**src/rtl/boreal_cardiac_pkg.sv**
```systemverilog
// Shared types and default timing constants for the cardiac-gated tVNS inhibit logic.
// Intervals are counted in 1 ms ticks held in 12-bit counters.
package boreal_cardiac_pkg;

   typedef enum logic [1:0] {
      ST_ACQUIRE = 2'd0,
      ST_ARMED   = 2'd1,
      ST_LOCKED  = 2'd2
   } state_e;

   localparam int DEFAULT_TICK_CYCLES = 100_000;
   localparam int DEFAULT_REFRACT_MS  = 250;
   localparam int DEFAULT_RR_MIN_MS   = 300;
   localparam int DEFAULT_RR_MAX_MS   = 2000;

   localparam int MS_W = 12;

   // Exponential RR average: (3*avg + rr) / 4, with a 14-bit intermediate so nothing overflows.
   function automatic logic [MS_W-1:0] rr_blend(input logic [MS_W-1:0] avg,
                                                input logic [MS_W-1:0] rr);
      logic [MS_W+1:0] sum;
      sum = (14'd3 * {2'b00, avg}) + {2'b00, rr};
      return sum[MS_W+1:2];
   endfunction

endpackage

```
**src/rtl/boreal_cardiac_gate_ms_tick.sv**
```systemverilog
// Millisecond prescaler: one-cycle tick every TICK_CYCLES clocks, restartable by clear.
// The module name is boreal_ms_tick; a clear suppresses the tick of that cycle.
module boreal_ms_tick
   import boreal_cardiac_pkg::*;
#(
   parameter int TICK_CYCLES = DEFAULT_TICK_CYCLES
) (
   input  logic clk,
   input  logic rst,
   input  logic clear,
   output logic tick
);

   localparam int CW = $clog2(TICK_CYCLES + 1);
   localparam logic [CW-1:0] LAST = CW'(TICK_CYCLES - 1);

   logic [CW-1:0] cnt_q;
   logic [CW-1:0] cnt_d;
   logic          wrap;

   assign wrap = (cnt_q == LAST);
   assign tick = wrap && !clear;

   always_comb begin
      cnt_d = cnt_q + CW'(1);
      if (clear || wrap) begin
         cnt_d = '0;
      end
   end

   always_ff @(posedge clk or posedge rst) begin
      if (rst) begin
         cnt_q <= '0;
      end else begin
         cnt_q <= cnt_d;
      end
   end

endmodule

```
**src/rtl/boreal_cardiac_gate.sv**
```systemverilog
// Cardiac gate: tracks R-R intervals, locks onto a stable rhythm and forbids tVNS
// stimulation except outside the T-wave window [avg/8, avg/2) after each beat.
module boreal_cardiac_gate
   import boreal_cardiac_pkg::*;
#(
   parameter int TICK_CYCLES = DEFAULT_TICK_CYCLES,
   parameter int REFRACT_MS  = DEFAULT_REFRACT_MS,
   parameter int RR_MIN_MS   = DEFAULT_RR_MIN_MS,
   parameter int RR_MAX_MS   = DEFAULT_RR_MAX_MS
) (
   input  logic            clk,
   input  logic            rst,
   input  logic            r_peak,
   output logic            t_wave_inhibit,
   output logic            locked,
   output logic [MS_W-1:0] rr_ms,
   output logic            rr_valid
);

   localparam logic [MS_W-1:0] REFRACT    = MS_W'(REFRACT_MS);
   localparam logic [MS_W-1:0] RR_MIN     = MS_W'(RR_MIN_MS);
   localparam logic [MS_W-1:0] RR_MAX     = MS_W'(RR_MAX_MS);
   localparam logic [MS_W-1:0] TIMEOUT_MS = MS_W'(RR_MAX_MS + 1);
   localparam logic [MS_W-1:0] MS_SAT     = '1;

   state_e          state_q, state_d;
   logic [MS_W-1:0] ms_q, ms_d;
   logic [MS_W-1:0] avg_q, avg_d;
   logic [MS_W-1:0] win_start_q, win_start_d;
   logic [MS_W-1:0] win_end_q, win_end_d;
   logic [MS_W-1:0] rr_ms_q, rr_ms_d;
   logic            rr_valid_q, rr_valid_d;
   logic            locked_q, locked_d;
   logic            inhibit_q, inhibit_d;

   logic tick;
   logic refractory;
   logic accept;
   logic in_range;
   logic rr_good;
   logic timeout;

   boreal_ms_tick #(
      .TICK_CYCLES (TICK_CYCLES)
   ) u_ms_tick (
      .clk   (clk),
      .rst   (rst),
      .clear (accept),
      .tick  (tick)
   );

   // In ACQUIRE there is no reference beat yet, so every peak is taken.
   assign refractory = (state_q != ST_ACQUIRE) && (ms_q < REFRACT);
   assign accept     = r_peak && !refractory;
   assign in_range   = (ms_q >= RR_MIN) && (ms_q <= RR_MAX);
   assign rr_good    = accept && (state_q != ST_ACQUIRE) && in_range;
   assign timeout    = (state_q != ST_ACQUIRE) && (ms_q >= TIMEOUT_MS);

   always_ff @(posedge clk or posedge rst) begin
      if (rst) begin
         state_q     <= ST_ACQUIRE;
         ms_q        <= '0;
         avg_q       <= '0;
         win_start_q <= '0;
         win_end_q   <= '0;
         rr_ms_q     <= '0;
         rr_valid_q  <= 1'b0;
         locked_q    <= 1'b0;
         inhibit_q   <= 1'b1;
      end else begin
         state_q     <= state_d;
         ms_q        <= ms_d;
         avg_q       <= avg_d;
         win_start_q <= win_start_d;
         win_end_q   <= win_end_d;
         rr_ms_q     <= rr_ms_d;
         rr_valid_q  <= rr_valid_d;
         locked_q    <= locked_d;
         inhibit_q   <= inhibit_d;
      end
   end

   // An accepted peak always takes priority over the loss-of-beat timeout.
   always_comb begin
      state_d = state_q;
      unique case (state_q)
         ST_ACQUIRE: begin
            if (accept) state_d = ST_ARMED;
         end
         ST_ARMED: begin
            if (accept)       state_d = in_range ? ST_LOCKED : ST_ARMED;
            else if (timeout) state_d = ST_ACQUIRE;
         end
         ST_LOCKED: begin
            if (accept)       state_d = in_range ? ST_LOCKED : ST_ARMED;
            else if (timeout) state_d = ST_ACQUIRE;
         end
         default: state_d = ST_ACQUIRE;
      endcase
   end

   always_comb begin
      ms_d        = ms_q;
      avg_d       = avg_q;
      win_start_d = win_start_q;
      win_end_d   = win_end_q;
      rr_ms_d     = rr_ms_q;
      rr_valid_d  = rr_good;

      if (accept) begin
         ms_d = '0;
      end else if (tick && (ms_q != MS_SAT)) begin
         ms_d = ms_q + MS_W'(1);
      end

      if (rr_good) begin
         avg_d   = (state_q == ST_LOCKED) ? rr_blend(avg_q, ms_q) : ms_q;
         rr_ms_d = ms_q;
      end

      if (accept) begin
         win_start_d = avg_d >> 3;
         win_end_d   = avg_d >> 1;
      end

      locked_d  = (state_d == ST_LOCKED);
      inhibit_d = (state_q != ST_LOCKED) ||
                  ((ms_q >= win_start_q) && (ms_q < win_end_q));
   end

   assign t_wave_inhibit = inhibit_q;
   assign locked         = locked_q;
   assign rr_ms          = rr_ms_q;
   assign rr_valid       = rr_valid_q;

endmodule

```
**config.mk**
```make
export PLATFORM = sky130hd
export DESIGN_NAME = boreal_cardiac_gate
export DESIGN_NICKNAME = d
export VERILOG_FILES = /design/src/rtl/boreal_cardiac_pkg.sv /design/src/rtl/boreal_cardiac_gate_ms_tick.sv /design/src/rtl/boreal_cardiac_gate.sv
export SDC_FILE = /design/constraint.sdc
export NUM_CORES = 1
export LEC_CHECK = 0
export CORE_MARGIN = 1.5
export CORE_UTILIZATION = 46
export DETAILED_ROUTE_END_ITERATION = 6
export PLACE_DENSITY = 0.64
export REMOVE_ABC_BUFFERS = 1
export SYNTH_ARGS = -nofsm -noshare
export SYNTH_HDL_FRONTEND = slang
export SYNTH_SLANG_ARGS = --single-unit
export TNS_END_PERCENT = 30
```
**constraint.sdc**
```tcl
create_clock -name clk -period 3.12 [get_ports clk]
set_input_delay 0.624 -clock clk [delete_from_list [all_inputs] [get_ports clk]]
set_output_delay 0.624 -clock clk [all_outputs]
set_load 0.05 [all_outputs]
```
[After elaboration in Yosys (flattened, before gate mapping)]
Cells that the tools add are included.
Word-level totals
  register bits after elaboration: 78
  logic and storage cells: 54
  output and inout bits: 15
Cells by class
  $lt $le $gt $ge: 6
  add/subtract/negate cells: 3
  multiplexer cells: 10
  eq/ne operators: 6
  reductions and logical operators: 17
  multipliers: 1
Operators with widths (count)
  12-bit 2-to-1 mux: 4
  17-bit by 1-bit adder with 17-bit output (second input constant): 1
  17-bit equality test (second input constant): 1
  17-bit 2-to-1 mux: 1
  14-bit by 12-bit adder with 14-bit output: 1
  2-bit by 12-bit multiplier with 14-bit output (first input constant): 1
  12-bit by 1-bit adder with 12-bit output (second input constant): 1
  12-bit by 11-bit >= comparator with 1-bit output (second input constant): 1
  12-bit by 9-bit >= comparator with 1-bit output: 1
  12-bit by 9-bit >= comparator with 1-bit output (second input constant): 1
  12-bit by 11-bit less-or-equal comparator with 1-bit output (second input constant): 1
  12-bit by 11-bit less-than comparator with 1-bit output: 1
  12-bit by 8-bit less-than comparator with 1-bit output (second input constant): 1
  12-bit inequality test (second input constant): 1
  1-bit logical AND: 9
  2-bit 2-to-1 mux: 4
  2-bit equality test (second input constant): 2
  2-bit one-hot mux with 2 select lines: 1
  2-bit nonzero test: 2
  2-bit by 1-bit equality test with 1-bit output (second input constant): 1
  1-bit logical NOT: 2
  2-bit logical NOT: 1
  1-bit logical OR: 2
  2-bit inequality test (second input constant): 1
  2-bit OR reduction: 1

[Logic depth before layout (Yosys ltp)]
  depth after elaboration: 9
  depth in mapped cells: 11
  gate-level depth less buffers: 10

[Cells and area by module]
From an unflattened synthesis, not the netlist that was laid out.
Second synthesis, totals
  cells, all modules: 473
  area total of the unflattened synthesis: 4541.9 um^2
By module, submodules not included
  boreal_cardiac_gate: cells an instance 383, area each 3674.8 um^2, times used 1
  boreal_ms_tick: cells an instance 90, area each 867.1 um^2, times used 1

[Worst setup path after synthesis]
Ideal clock, no wire load.
  path kind: register to register
  from: register ms_q[1]
  to: register win_end_q[4]
  data required time: 2.995 ns
  data arrival time: 2.861 ns
  setup time: 0.125 ns
  path slack: 0.134 ns
  period minus slack after synthesis: 2.986 ns
  stages on the path, launching flop included: 11
  cells stage by stage: dfrtp_1 fa_1 nand3_1 inv_1 fa_1 a21o_1 a221oi_2 xnor2_1 mux2_2 mux2_2 mux2_2
Between the ends
  cells in the longest elaborated chain, start to end: 7
  elaborated cells on any way between the ends: 12
Ends and longest elaborated chain
  start, declared: RTL line boreal_cardiac_gate.sv:27  | logic [MS_W-1:0] ms_q, ms_d;
  start signal, assigned: RTL line boreal_cardiac_gate.sv:72  | ms_q <= ms_d;
  12-bit by 8-bit less-than comparator with 1-bit output: RTL line boreal_cardiac_gate.sv:53  | assign refractory = (state_q != ST_ACQUIRE) && (ms_q < REFRACT);
  1-bit logical AND: RTL line boreal_cardiac_gate.sv:53
  1-bit logical NOT: RTL line boreal_cardiac_gate.sv:54  | assign accept = r_peak && !refractory;
  1-bit logical AND: RTL line boreal_cardiac_gate.sv:54
  1-bit logical AND (2 in series): RTL line boreal_cardiac_gate.sv:56  | assign rr_good = accept && (state_q != ST_ACQUIRE) && in_range;
  12-bit 2-to-1 mux (*): RTL line boreal_cardiac_gate.sv:116  | if (rr_good) begin
  via avg_d[5]: RTL line boreal_cardiac_gate.sv:28  | logic [MS_W-1:0] avg_q, avg_d;
  end signal, assigned: RTL line boreal_cardiac_gate.sv:75  | win_end_q <= win_end_d;
  end, declared: RTL line boreal_cardiac_gate.sv:30  | logic [MS_W-1:0] win_end_q, win_end_d;
Mark *: on every way through the listed nets, which the timed path passes. The rest lies on a longest branch.
A chain may end at the register's enable or synchronous reset.

[Final worst setup path]
Ends and elaborated chain as after synthesis.

==> flow_summary.yaml <==
run_status:
  outcome: "finished, final reports clean"
critical_path:
  start_kind: "flop"
  path_max_fanout: 3
  critPathSlowestCell: "fa_1"
  crit_family: "adder cells"
  cpPeakStageDelay_ns: 0.49
  path_cells: "fa_1, nand3_1, inv_1, fa_1, a21o_1, a221oi_4, xnor2_1, mux2_2, mux2_2, mux2_2"
  endpoint_kind: "flop"
  crit_required_ns: 3.35
  worstPathArrival_ns: 3.24
  crit_buf_inv: 1
  critPathMostFrequentCell: "mux2_2"
  crit_type: "reg -> reg"
sta:
  fmax_ghz: 0.3328
  maxSlewHeadroom: 0.4292
  slew_viol_final: 0
  hold_violations: 0
  min_period_ns: 3.005
  timing.final.crit_share: 0.9630
  setup_viol: 0
  fin_skew_ns: 0.01116
  worst_slew_pin_slew_ns: 0.8562
  rsz0062_at_grt: "yes"
  hold-worst-slack_ns: 0.4797
floorplanning:
  row_count: 35
  start_util: 0.4776
  fp.dieH_um: 101.2
  die_x_um: 101.2
  dieArea_um2: 10240
  ioPinCount: 18
  coreArea_um2: 9284
drt:
  drt_wl_total_um: 10060
  via_count: 3382
  first_pass_iters: 6
  initialDrtViolationCount: 131
  wl_per_cell_um: 16.25
  drc_errors: 0
  drt-vias-per-instance: 5.464
  drtAntennaViolNets: 0
final_layout:
  layout_commonest_cell: "dfrtp_1"
  nets: 537
  fillCellCount: 877
  antenna_cells: 0
  layout_common_cells: "68 x dfrtp_1, 56 x nor2_1, 55 x nand2_1"
  regArea_um2: 1728
  final_cell_area_um2: 4980
  fin_util: 0.5364
  area_delta_synth_final_pct: 12.30
  multiInputGateArea_um2: 2544
  drive_gt1_frac: 0.1061
power:
  p_leak_nw: 2.392
  ir_drop_v: 0.0002255
  p_per_area_nw_per_um2: 515.2
  power_mw: 2.565
global_routing:
  antenna_found_initial: 0
  grt_pass1_vias: 3394
  grt_usage: 0.2174
  grt-ovfl-total: 0
  grt_max_degree: 31
  grt_first_pass_wirelength_um: 16960
clock_tree:
  cts_tree: "built"
  cts_inserted_buffers: 9
  clk-insertion-delay-late_ns: 0.35
  clk_path_buf_depth: 2
  root_buffer: "clkbuf_8"
  numClockSinks: 69
  clkTransAtPathRegs_ns: 0.07
  htree_levels: 3
placed_design:
  port_buffers: 17
  placed_area_um2: 4808
  dpl.hpwl_um: 7355
  place_congestion: 0.8276
yosys:
  synth_area_per_cell_um2: 9.724
  syn_area_um2: 4434
  synthCells: 456
  ys_types: 58
  yosysSeqAreaShare: 0.3897
  ys_warn_count: 0
  synth-edff-count: 0
  synth_flop_cell: "dfrtp_1"
  ys_ff_latch: 69
  async_reset_ff_frac: 1.000
run:
  cap_viol_max_count: 0
hold_path:
  min_path_type: "reg -> reg"
## path summary, 6_finish.rpt
check	cells after the start	startpoint	end	slack, ns
setup / recovery	10	ms_q[1]	win_end_q[4]	0.12
hold / removal	2	rr_ms[2]	rr_ms[2]	0.48
setup reg to reg	10	ms_q[1]	win_end_q[4]	0.12
hold reg to reg	2	rr_ms[2]	rr_ms[2]	0.48
max in group asynchronous	3	rst	rr_ms[5]	1.78
min in group asynchronous	2	rst	state_q[0]	0.62
## sequential cells by signal (all words and copies together), names as in the netlist
name             flops
u_ms_tick.cnt_q     17
locked               1
rr_valid             1
avg_q               12
t_wave_inhibit       1
state_q              2
win_end_q           11
ms_q                12
rr_ms               12
## worst min-delay path, stage by stage (launching register included)
cell     delay (ns)
dfrtp_1        0.35
nand2_1        0.05
nand2_1        0.05
## area by class of cell
cell class,count,area share
multi-input cells,349,0.5108
flip-flops and latches,69,0.3470
repair buffers,36,0.06281
well taps,129,0.03241
clock buffers,11,0.02638
inverters,20,0.01508
clock inverters,5,0.005528
## synth_stat cells, types with 12 or more instances
cell type  number  share of area
nand2_1        55          0.047
nand4_1        12          0.017
dfrtp_1        68           0.38
fa_1           12          0.054
inv_1          19          0.016
nand3_1        17          0.019
nor2_1         56          0.047
a21oi_1        18          0.020
ha_1           37           0.10
o21ai_0        12          0.014
xnor2_1        13          0.026
xor2_1         22          0.043
## through the flow
step                cells  worst slack (ns)  TNS (ns)
detailed placement    603            0.1088         0
global route          619          -0.02690  -0.02690
floorplan             438            0.1137         0
global placement      603            0.1576         0
CTS                   619           0.08037         0
finish                619            0.1153         0
## metal layers
layer  share of wire  global-route usage  vias to the layer above
met5               0                   0                        -
met4           0.023             0.09615                        0
met3           0.035             0.02692                       21
met2            0.48              0.3609                       62
met1            0.46              0.2869                     1651
li1                -                   -                     1648
## report_power, final
part           internal [mW]  total (mW)  leakage (nW)  switching [mW]
Combinational          0.331       0.826          1.38           0.495
Sequential              1.02        1.12         0.932           0.102
Clock                  0.283       0.620        0.0829           0.337
## repair_timing
item                                    CTS  global route
hold buffers                              0             0
hold endpoints to repair                  0             0
setup buffers                             0             0
endpoints found under the setup margin    0             5
resized for setup                         0             3
## logic make-up (layout without fill, tap and decap cells)
family / after synthesis / after routing / share of synthesized area
AOI/OAI and AO/OA: 78 / 78 / 0.1216
xor gates and xnor gates: 35 / 35 / 0.06913
adders and majority gates: 49 / 49 / 0.1586
buffers and inverters: 38 / 72 / 0.03950
DFF: 69 / 69 / 0.3897
muxes: 14 / 14 / 0.03555
and+or+nand+nor: 173 / 173 / 0.1859
No activity file was read; power rests on OpenSTA's default activity.
